[src/rtl/serial_read_buffer_pkg.sv]
// rtl/serial_read_buffer_pkg.sv - shared serial-buffer constants: state encoding and count width
package serial_read_buffer_pkg;

    // Capture state shared by the read and write serial buffers
    typedef enum logic {
        ST_IDLE = 1'b0,
        ST_READ = 1'b1
    } srb_state_t;

    // Width of a bit count able to hold 0..buf_size inclusive
    function automatic int count_width(input int buf_size);
        return $clog2(buf_size + 1);
    endfunction

endpackage

[src/rtl/serial_read_buffer.sv]
// rtl/serial_read_buffer.sv - captures up to BUF_SIZE serial bits MSB-first on strobes, publishes whole words only
module serial_read_buffer
    import serial_read_buffer_pkg::*;
#(
    parameter int BUF_SIZE = 8
)
(
    input  logic                               sys_clk,
    input  logic                               rst,
    input  logic                               start,
    input  logic                               read_sig,
    input  logic                               data_in,
    input  logic [count_width(BUF_SIZE)-1:0]   read_count,
    output logic [BUF_SIZE-1:0]                data_out,
    output logic                               done_sig
);

    localparam int               CNT_W   = count_width(BUF_SIZE);
    localparam logic [CNT_W-1:0] MAX_CNT = CNT_W'(BUF_SIZE);
    localparam logic [CNT_W-1:0] ONE_CNT = CNT_W'(1);

    srb_state_t          r_state;
    logic [CNT_W-1:0]    r_remaining;
    logic [CNT_W-1:0]    r_bit_idx;
    logic [BUF_SIZE-1:0] r_shadow;
    logic [BUF_SIZE-1:0] r_data_out;
    logic                r_done;

    logic [CNT_W-1:0]    w_clamped;
    logic [BUF_SIZE-1:0] w_shadow_next;
    logic                w_last_bit;

    // Requested count clamped to the buffer width before it is latched
    always_comb begin
        w_clamped = (read_count > MAX_CNT) ? MAX_CNT : read_count;
    end

    // Shadow word with the current sample placed at its left-aligned position
    always_comb begin
        w_shadow_next = r_shadow;
        for (int i = 0; i < BUF_SIZE; i++) begin
            if (i == (BUF_SIZE - 1 - int'(r_bit_idx))) begin
                w_shadow_next[i] = data_in;
            end
        end
    end

    // The strobe being sampled now is the final one of this capture
    always_comb begin
        w_last_bit = (r_remaining == ONE_CNT);
    end

    // Capture FSM; bits accumulate in a shadow register so data_out only moves on completion
    always_ff @(posedge sys_clk or posedge rst) begin
        if (rst) begin
            r_state     <= ST_IDLE;
            r_remaining <= '0;
            r_bit_idx   <= '0;
            r_shadow    <= '0;
            r_data_out  <= '0;
            r_done      <= 1'b1;
        end else begin
            case (r_state)
                ST_IDLE: begin
                    // A strobe coinciding with start is dropped: sampling only happens in ST_READ
                    if (start) begin
                        r_bit_idx <= '0;
                        r_shadow  <= '0;
                        if (w_clamped == '0) begin
                            r_remaining <= '0;
                            r_data_out  <= '0;
                        end else begin
                            r_remaining <= w_clamped;
                            r_state     <= ST_READ;
                            r_done      <= 1'b0;
                        end
                    end
                end
                ST_READ: begin
                    if (read_sig) begin
                        r_shadow    <= w_shadow_next;
                        r_bit_idx   <= r_bit_idx + ONE_CNT;
                        r_remaining <= r_remaining - ONE_CNT;
                        if (w_last_bit) begin
                            r_data_out <= w_shadow_next;
                            r_state    <= ST_IDLE;
                            r_done     <= 1'b1;
                        end
                    end
                end
            endcase
        end
    end

    assign data_out = r_data_out;
    assign done_sig = r_done;

endmodule
[config.mk]
export PLATFORM = sky130hd
export DESIGN_NAME = serial_read_buffer
export DESIGN_NICKNAME = d
export VERILOG_FILES = /design/src/rtl/serial_read_buffer_pkg.sv /design/src/rtl/serial_read_buffer.sv
export SDC_FILE = /design/constraint.sdc
export NUM_CORES = 1
export LEC_CHECK = 0
export ABC_AREA = 1
export CAP_MARGIN = 20
export CORE_AREA = 2 2 88 56
export DETAILED_ROUTE_END_ITERATION = 12
export DIE_AREA = 0 0 90 58
export HOLD_SLACK_MARGIN = 0.08
export MAX_ROUTING_LAYER = met4
export SETUP_SLACK_MARGIN = 0.05
export SLEW_MARGIN = 20
export SYNTH_ARGS = -nofsm -noshare
export SYNTH_HDL_FRONTEND = slang
export SYNTH_SLANG_ARGS = --single-unit
[constraint.sdc]
create_clock -name sys_clk -period 1.1 [get_ports sys_clk]
set_input_delay 0.33 -clock sys_clk [delete_from_list [all_inputs] [get_ports sys_clk]]
set_output_delay 0.33 -clock sys_clk [all_outputs]
set_load 0.005 [all_outputs]
Word level (Yosys, flattened, before mapping)
Index checks and enable logic that the tools add are counted.
- flip-flop bits (word level): 26
- bits of input ports: 9
- output and inout bits: 9
- $add $sub $neg: 3
- order comparisons: 1
- eq/ne operators: 13
- muxes and demuxes: 34
- bitwise logic cells: 1
- reductions and logical operators: 5
- operators by type and width (cell ; count):
    $mux 8 ; 6
    $logic_not 32->1 ; 1
    $pmux 8 s2 ; 2
    $mux 4 ; 6
    $eq 4x5->1 const A ; 4
    $mux 1 ; 16
    $pmux 4 s2 ; 2
    $eq 3x5->1 const A ; 2
    $ne 2x2->1 const B ; 4
    $reduce_and 4->1 ; 2
    $eq 2x5->1 const A ; 1
    $sub 3x4->5 const A ; 1
    $add 4x1->4 const B ; 1
    $eq 4x1->1 const B ; 1
    $gt 4x4->1 const B ; 1
    $logic_not 4->1 ; 1
    $pmux 1 s2 ; 2
    $sub 4x1->4 const B ; 1
    $ne 2x1->1 const B ; 1
    $reduce_and 2->1 ; 1
    $not 1->1 ; 1

Depth between registers and ports, before layout
Gate-level depths: netlist of run 1.
- depth in word-level cells: 6
- gate-level depth with buffers: 8
- gate-level depth less buffers: 8

Least setup slack after synthesis of run 1
Ideal clock, no wire load.
- kind: flip-flop to flip-flop
- from: reg r_bit_idx[0]
- to: reg r_data_out[1] (netlist: data_out[1])
- arrival: 1.068 ns
- required time: 1.035 ns
- path slack: -0.032 ns
- cell stages (with the launch flop): 9
- buffers on the path: 0
- period minus slack after synthesis: 1.132 ns
- cells stage by stage: dfrtp_1 inv_1 ha_1 nand3_1 nand2_1 nand2_1 nor2_1 nand2_1 nand2_1
- longest elaborated chain between the ends: 6
- RTL lines (item ; line ; text):
    from (decl) ; serial_read_buffer.sv:24 ; logic [CNT_W-1:0] r_bit_idx;
    from (signal assigned) ; serial_read_buffer.sv:82 ; r_bit_idx <= r_bit_idx + ONE_CNT;
    $sub 3x4->5 ; serial_read_buffer.sv:42 ; if (i == (BUF_SIZE - 1 - int'(r_bit_idx))) begin
    $eq 2x5->1 ; serial_read_buffer.sv:42 ;
    $mux 1 ; serial_read_buffer.sv:42 ;
    $mux 8 ; serial_read_buffer.sv:84 ; if (w_last_bit) begin
    $mux 8 ; serial_read_buffer.sv:80 ; if (read_sig) begin
    $pmux 8 s2 ; serial_read_buffer.sv:63 ; case (r_state)
    to (signal assigned) ; serial_read_buffer.sv:85 ; r_data_out <= w_shadow_next;
    to (decl) ; serial_read_buffer.sv:26 ; logic [BUF_SIZE-1:0] r_data_out;
No other way between the ends. The select of a mux whose other input is x is not followed.
A chain may end at the register's enable or synchronous reset.

Final worst setup path of run 1
- from: reg r_done (netlist: done_sig)
- to: out done_sig
- RTL lines (item ; line ; text):
    from (decl) ; serial_read_buffer.sv:27 ; logic r_done;
    from (signal assigned) ; serial_read_buffer.sv:61 ; r_done <= 1'b1;
    from (signal assigned) ; serial_read_buffer.sv:75 ; r_done <= 1'b0;
    from (signal assigned) ; serial_read_buffer.sv:87 ; r_done <= 1'b1;
    to (decl) ; serial_read_buffer.sv:15 ; output logic done_sig
No word-level cell between the ends.

==> results.md, run 1 <==
- Outcome: finished with violations
- Failing checks: setup timing
- Share of cells above drive strength 1: 0.590
- Syn Std Cell Area: 0.00152 mm²
- Setup crit end kind: primary output
- Cell variety after synth: 23
- Largest cells by area after synthesis: dfrtp_1, nand2_1, nor2_1
- Top FF cell, synth: dfrtp_1
- DR vias: 1,508
- Synth warn: 0
- Met1 usage: 0.241
- First-pass GRT wire length: 7370 µm
- Cell family with most CP delay: flip-flops
- # rows: 19
- Synth Area in Compound Gates: 0.0495
- Post-route cell area: 0.00261 mm²
- Synth top area share: 0.413
- Wirelength per Cell: 13.8 µm
- Die ar.: 0.00522 mm²
- Dpl cell area: 0.00195 mm²
- Number of synthesized register bits: 26
- Synth cell count leaders: nand2_1, dfrtp_1, nor2_1, inv_1, nand3_1
- Initial antenna violation count: 0
- Worst Path Class, Setup: register to primary output
- Critical Path Source Type: register
- Fmax: 0.782 GHz
- Critical-path maximum fanout: 2
- Worst IR drop on VDD: 0.00147 V
- Max Clock Skew: 0.00283 ns
- Leakage: 0.00130 µW
- Final worst path period need: 1.28 ns
- Area Overhead vs Synth: 71.9%
- Final Util: 0.589
- Max Cap Viol: 0
- Xor/xnor share of the synthesized area: 0
- Avg Cell Area, Syn: 7.65 µm²
- Leading area contributor after synthesis: dfrtp_1
- Clock tree buffer depth: 2
- Slew Limit Fails: 0
- PD cells: 2730 mW/mm²
- CP required: 0.77 ns
- Post-Synth Adder-Cell Area: 0.0495
- Root buffer cell: clkbuf_8
- Final antenna-violating net count: 0
- Slack of the critical path: -0.179 ns
- Hold Violations, Final: 0
- Skew-Pair Late Insertion Delay: 0.28 ns
- Die height: 58 µm
- Drt first pass iters: 4
- Hold Slack: 0.355 ns
- Largest net degree at the start of global routing: 27
- Final setup fails: 32
- I/O Pins: 18
- Slowest stage delay, CP: 0.55 ns
- Final #Nets: 284
- Synthesized Nets: 213
- Slew of the pin with the lowest slew margin: 0.290 ns
- H-tree depth: 1
- Crit share post-route: 1.16
- Combinational family with the most area after synthesis: simple AND/OR/NAND/NOR gates
- Initial Utilization: 0.343
- Tot GR Track Use: 0.191
- Mapped Cells: 198
- WP data arrival: 0.95 ns
- RSZ-0062 raised after global routing: true
- Post-synthesis mux area share: 0
- DR vias/cell: 4.56
- Hold/Removal Path Class: primary input to asynchronous set/reset pin
- CP max stage cell: dfstp_2
- RePlAce Congestion: 0.801
- Post-synthesis simple-gate area fraction: 0.386
- Final antenna diode count: 0
- Met3 GRT Util: 0.0403
- GRT met2 Usage: 0.310
- Register area share after synthesis: 0.430
- Port Buffers: 17
- Most common cell in the netlist: nand2_1
- Hold_buf cts: 0
- Relative slew slack: 0.807
- CTS Buf Count: 3
- Final global-route overflow total: 0
- EDFF count, synth: 0
- Worst-path clk slew: 0.10 ns
- CORE AREA: 0.00442 mm²
- Post-synth ARST share: 1.00
- DRC: 0
- Hpwl dp: 2490 µm
- Worst path bufs/invs: 1
- Worst path cell trace: buf_2
- WL final: 4560 µm
- Vias in the first global route: 1,504
- Die width: 90 µm
- Number of sinks on the clock net: 26
- TritonCTS clock tree: done
- DRT iter0 DRCs: 38
- Most Crowded Layer GR: met2
## cells by family after synthesis
kind of cell | count (synthesis)
AOI/OAI and AO/OA | 13
adders and majority gates | 6
buffers and inverters | 24
DFF | 26
and+or+nand+nor | 129
## flip-flops by register name, indices dropped and copies added, names as in the netlist
name / cells
r_bit_idx: 4
r_shadow: 8
data_out: 8
r_remaining: 4
r_state: 1
done_sig: 1
## routing by layer
| layer | share of wire | wire, µm | up-vias |
|---|---|---|---|
| li1 | - | - | 746 |
| met1 | 0.44 | 2020 | 703 |
| met2 | 0.47 | 2160 | 40 |
| met3 | 0.048 | 220 | 19 |
| met4 | 0.036 | 162 | 0 |
| met5 | 0 | 0 | - |
## through the flow
stage	total power, µW	TNS [ns]	setup slack, ns	instances
floorplan	3420	0	0.00553	198
global placement	4420	-10.56	-0.442	297
detailed placement	4440	-10.70	-0.462	297
CTS	6440	-2.77	-0.170	325
global route	7630	-4.72	-0.230	331
finish	7120	-2.83	-0.179	331
## worst paths after layout
check	from	to	slack (ns)	depth (start not counted)
setup reg to reg	r_bit_idx[0]	r_shadow[2]	-0.14	8
hold / removal	rst	r_bit_idx[1]	0.35	3
min in group sys_clk	done_sig	done_sig	0.48	2
setup / recovery	done_sig	done_sig	-0.18	1
max in group asynchronous	rst	done_sig	0.51	3
hold reg to reg	done_sig	done_sig	0.48	2
## cell type report
class                           count  area (µm²)
Clock inverter                      1        30.0
Timing Repair Buffer               71         612
Multi-Input combinational cell    148        1070
Timing Repair inverter              1        11.3
Fill cell                         388        1820
Clock buffer                        3        41.3
Inverter                           18         100
Sequential cell                    26         658
Tap cell                           63        78.8
## worst min-delay path: stages
cell             delay [ns]
clkdlybuf4s50_1        0.39
inv_1                  0.09
buf_12                 0.19
## repair_timing
| item | CTS | global route |
|---|---|---|
| pin swaps | 27 | 26 |
| setup buffers | 23 | 10 |
| gates cloned | 2 | 0 |
| resized for setup | 113 | 51 |
| endpoints found under the setup margin | 34 | 35 |
## placed cells by master, fill, tap and decap left out, drive strengths merged, types with 6 or more instances in the layout
cell type / synthesis / layout
buf: 5 / 63
dfrtp: 25 / 25
nand3: 11 / 11
nor2: 25 / 25
o21ai: 9 / 9
inv: 18 / 19
nand2: 93 / 93
dlygate4sd2: 0 / 6
ha: 6 / 6
## report_power, final
group	leakage, µW	internal, µW	switching, µW
Sequential	0.000330	1370	342
Clock	0.0000357	488	350
Combinational	0.000932	2210	2360
Total	0.00130	4060	3060
No activity file was read; power rests on OpenSTA's default activity.
==> run 2: changes to the inputs <==
CORE_AREA = 2 2 71 46   (was 2 2 88 56)
DIE_AREA = 0 0 73 48   (was 0 0 90 58)
PLACE_DENSITY = 0.77   (was unset)
clock period = 1.6 ns   (was 1.1 ns; I/O delays follow)
==> run 2 against run 1 <==
Effect of this change:
- the flow now finishes without violations
- global-route usage rose by 2.7 points
- non-clock buffer count fell by 45
- die area fell by 33%
- critical path depth did not move
- sequential share of layout area rose by 11 points
- critical path type unchanged
- critical endpoint unchanged
==> results.md, run 2 (synthesis results as in run 1) <==
- Drt first pass iters: 4 (unchanged)
- Final antenna-violating net count: 0 (unchanged)
- Wirelength per Cell: 12.9 µm (was 13.8 µm)
- Critical Path Source Type: register (unchanged)
- Area Overhead vs Synth: 19.5% (was 71.9%)
- RePlAce Congestion: 0.918 (was 0.801)
- Max Clock Skew: 0.0122 ns (was 0.00283 ns)
- Final antenna diode count: 0 (unchanged)
- Hold Violations, Final: 0 (unchanged)
- H-tree depth: 1 (unchanged)
- Leakage: 0.000998 µW (was 0.00130 µW)
- Placed insts: 251 (was 297)
- Outcome: completed (was finished with violations)
- Worst-path clk slew: 0.09 ns (was 0.10 ns)
- I/O Pins: 18 (unchanged)
- Final #Nets: 238 (was 284)
- Final global-route overflow total: 0 (unchanged)
- CORE AREA: 0.00280 mm² (was 0.00442 mm²)
- Worst Path Class, Setup: register to primary output (unchanged)
- RR Startpoint: r_state (was r_bit_idx[0])
- Worst setup path startpoint: done_sig (unchanged)
- Most frequent cells in the layout: nand2_1, dfrtp_1, nor2_1 (was nand2_1, buf_4, nand2_2)
- Worst path bufs/invs: 1 (unchanged)
- Number of sinks on the clock net: 26 (unchanged)
- CP required: 1.12 ns (was 0.77 ns)
- DR vias/cell: 4.98 (was 4.56)
- First-pass GRT wire length: 5330 µm (was 7370 µm)
- Die height: 48 µm (was 58 µm)
- RSZ-0062 raised after global routing: false (was true)
- Wire length on met1: 1550 µm (was 2020 µm)
- DR vias: 1,275 (was 1,508)
- WL final: 3290 µm (was 4560 µm)
- Worst path cell trace: clkdlybuf4s15_1 (was buf_2)
- Cell family with most CP delay: flip-flops (unchanged)
- Tot GR Track Use: 0.218 (was 0.191)
- Top layer in use: met4 (unchanged)
- Final Non-Filler Cells: 256 (was 331)
- CP max stage cell: dfstp_2 (unchanged)
- DRT iter0 DRCs: 67 (was 38)
- Die ar.: 0.00350 mm² (was 0.00522 mm²)
- DRC: 0 (unchanged)
- Total power: 3260 µW (was 7120 µW)
- Max Cap Viol: 0 (unchanged)
- Slew of the pin with the lowest slew margin: 0.496 ns (was 0.290 ns)
- Most common cell after layout, fill and taps aside: nand2_1 (unchanged)
- Vias in the first global route: 1,129 (was 1,504)
- Final setup fails: 0 (was 32)
- CTS Buf Count: 3 (unchanged)
- Skew-Pair Late Insertion Delay: 0.28 ns (about the same)
- Setup TNS: 0 ns (was -2.83 ns)
- Clock tree buffer depth: 2 (unchanged)
- PD cells: 1800 mW/mm² (was 2730 mW/mm²)
- Setup crit end kind: primary output (unchanged)
- DR WL met2: 1490 µm (was 2160 µm)
- Root buffer cell: clkbuf_8 (unchanged)
- Slew Limit Fails: 0 (unchanged)
- Hold Slack: 0.452 ns (was 0.355 ns)
- Setup WS pre-CTS: -0.0773 ns (was -0.462 ns)
- Hpwl dp: 2650 µm (was 2490 µm)
- DR WL met3: 232 µm (was 220 µm)
- TritonCTS clock tree: done (unchanged)
- Hold_buf cts: 0 (unchanged)
- Slack of the critical path: 0.0968 ns (was -0.179 ns)
- Hold/Removal Path Class: primary input to asynchronous set/reset pin (unchanged)
- Worst IR drop on VDD: 0.000855 V (was 0.00147 V)
- Die width: 73 µm (was 90 µm)
- Largest net degree at the start of global routing: 16 (was 27)
- Critical-path maximum fanout: 2 (unchanged)
- Share of cells above drive strength 1: 0.126 (was 0.590)
- Final worst path period need: 1.50 ns
- # rows: 15 (was 19)
- Crit share post-route: 0.940
- Initial antenna violation count: 0 (unchanged)
- Relative slew slack: 0.669 (was 0.807)
- Port Buffers: 17 (unchanged)
- WP data arrival: 1.02 ns (was 0.95 ns)
- Slowest stage delay, CP: 0.54 ns (was 0.55 ns)
- Fmax: 0.665 GHz
- Initial Utilization: 0.542 (was 0.343)
run 2: changes by cell type in the layout (fill, tap and decap cells not counted), moves of 7 or more:
cell | previous run | this run
nand3_1 | 2 | 10
nor2_1 | 10 | 22
nand2_2 | 26 | 3
nand2_1 | 57 | 87
buf_6 | 15 | 0
buf_2 | 9 | 0
buf_4 | 36 | 9
o21ai_0 | 0 | 7
nor2_2 | 10 | 1
run 2: final timing paths:
path,endpoint,slack (ns),cells after the start
worst min register to register,data_out[6],0.48,2
min in group sys_clk,data_out[6],0.48,2
max in group asynchronous,data_out[6],0.65,3
worst max register to register,data_out[3],0.23,6
worst min-delay path,data_out[2],0.45,2
worst max-delay path,done_sig,0.1,1
run 2: power breakdown:
group / switching (µW) / internal (µW) / leakage [µW]
Sequential: 243 / 928 / 0.000337
Clock: 208 / 335 / 0.0000357
Combinational: 934 / 609 / 0.000626
Total: 1390 / 1870 / 0.000998
run 2: cell type report:
class                      count  area (µm²)
clock buffer                   3        41.3
fill                         232         986
tap                           34        42.5
sequential                    26         652
multi-input combinational    148         734
inverter                      18        82.6
timing repair buffer          26         228
clock inverter                 1        30.0
run 2: through the flow:
stage	util	instance area (µm²)
2_1_floorplan	-	1520
3_3_place_gp	0.623	1740
3_5_place_dp	0.623	1740
4_1_cts	0.647	1810
5_1_grt	0.647	1810
6_report	0.647	1810
run 2: metal layers:
metal / vias to the layer above / GRT usage
met5: - / -
met1: 589 / 0.281
met3: 3 / 0.0695
met2: 29 / 0.346
li1: 654 / -
met4: 0 / 0.0407
run 2: repair_timing:
item                                   4_1_cts  5_1_grt
gates resized for setup                      9        1
buffers inserted                             1        0
setup endpoints to repair                    9        1
endpoints found under the hold margin        0        0
==> run 3: changes to the inputs <==
TNS_END_PERCENT = 100   (was unset)
==> results of run 3 <==
The final DEF is identical to that of run 2; final timing and power are the same.
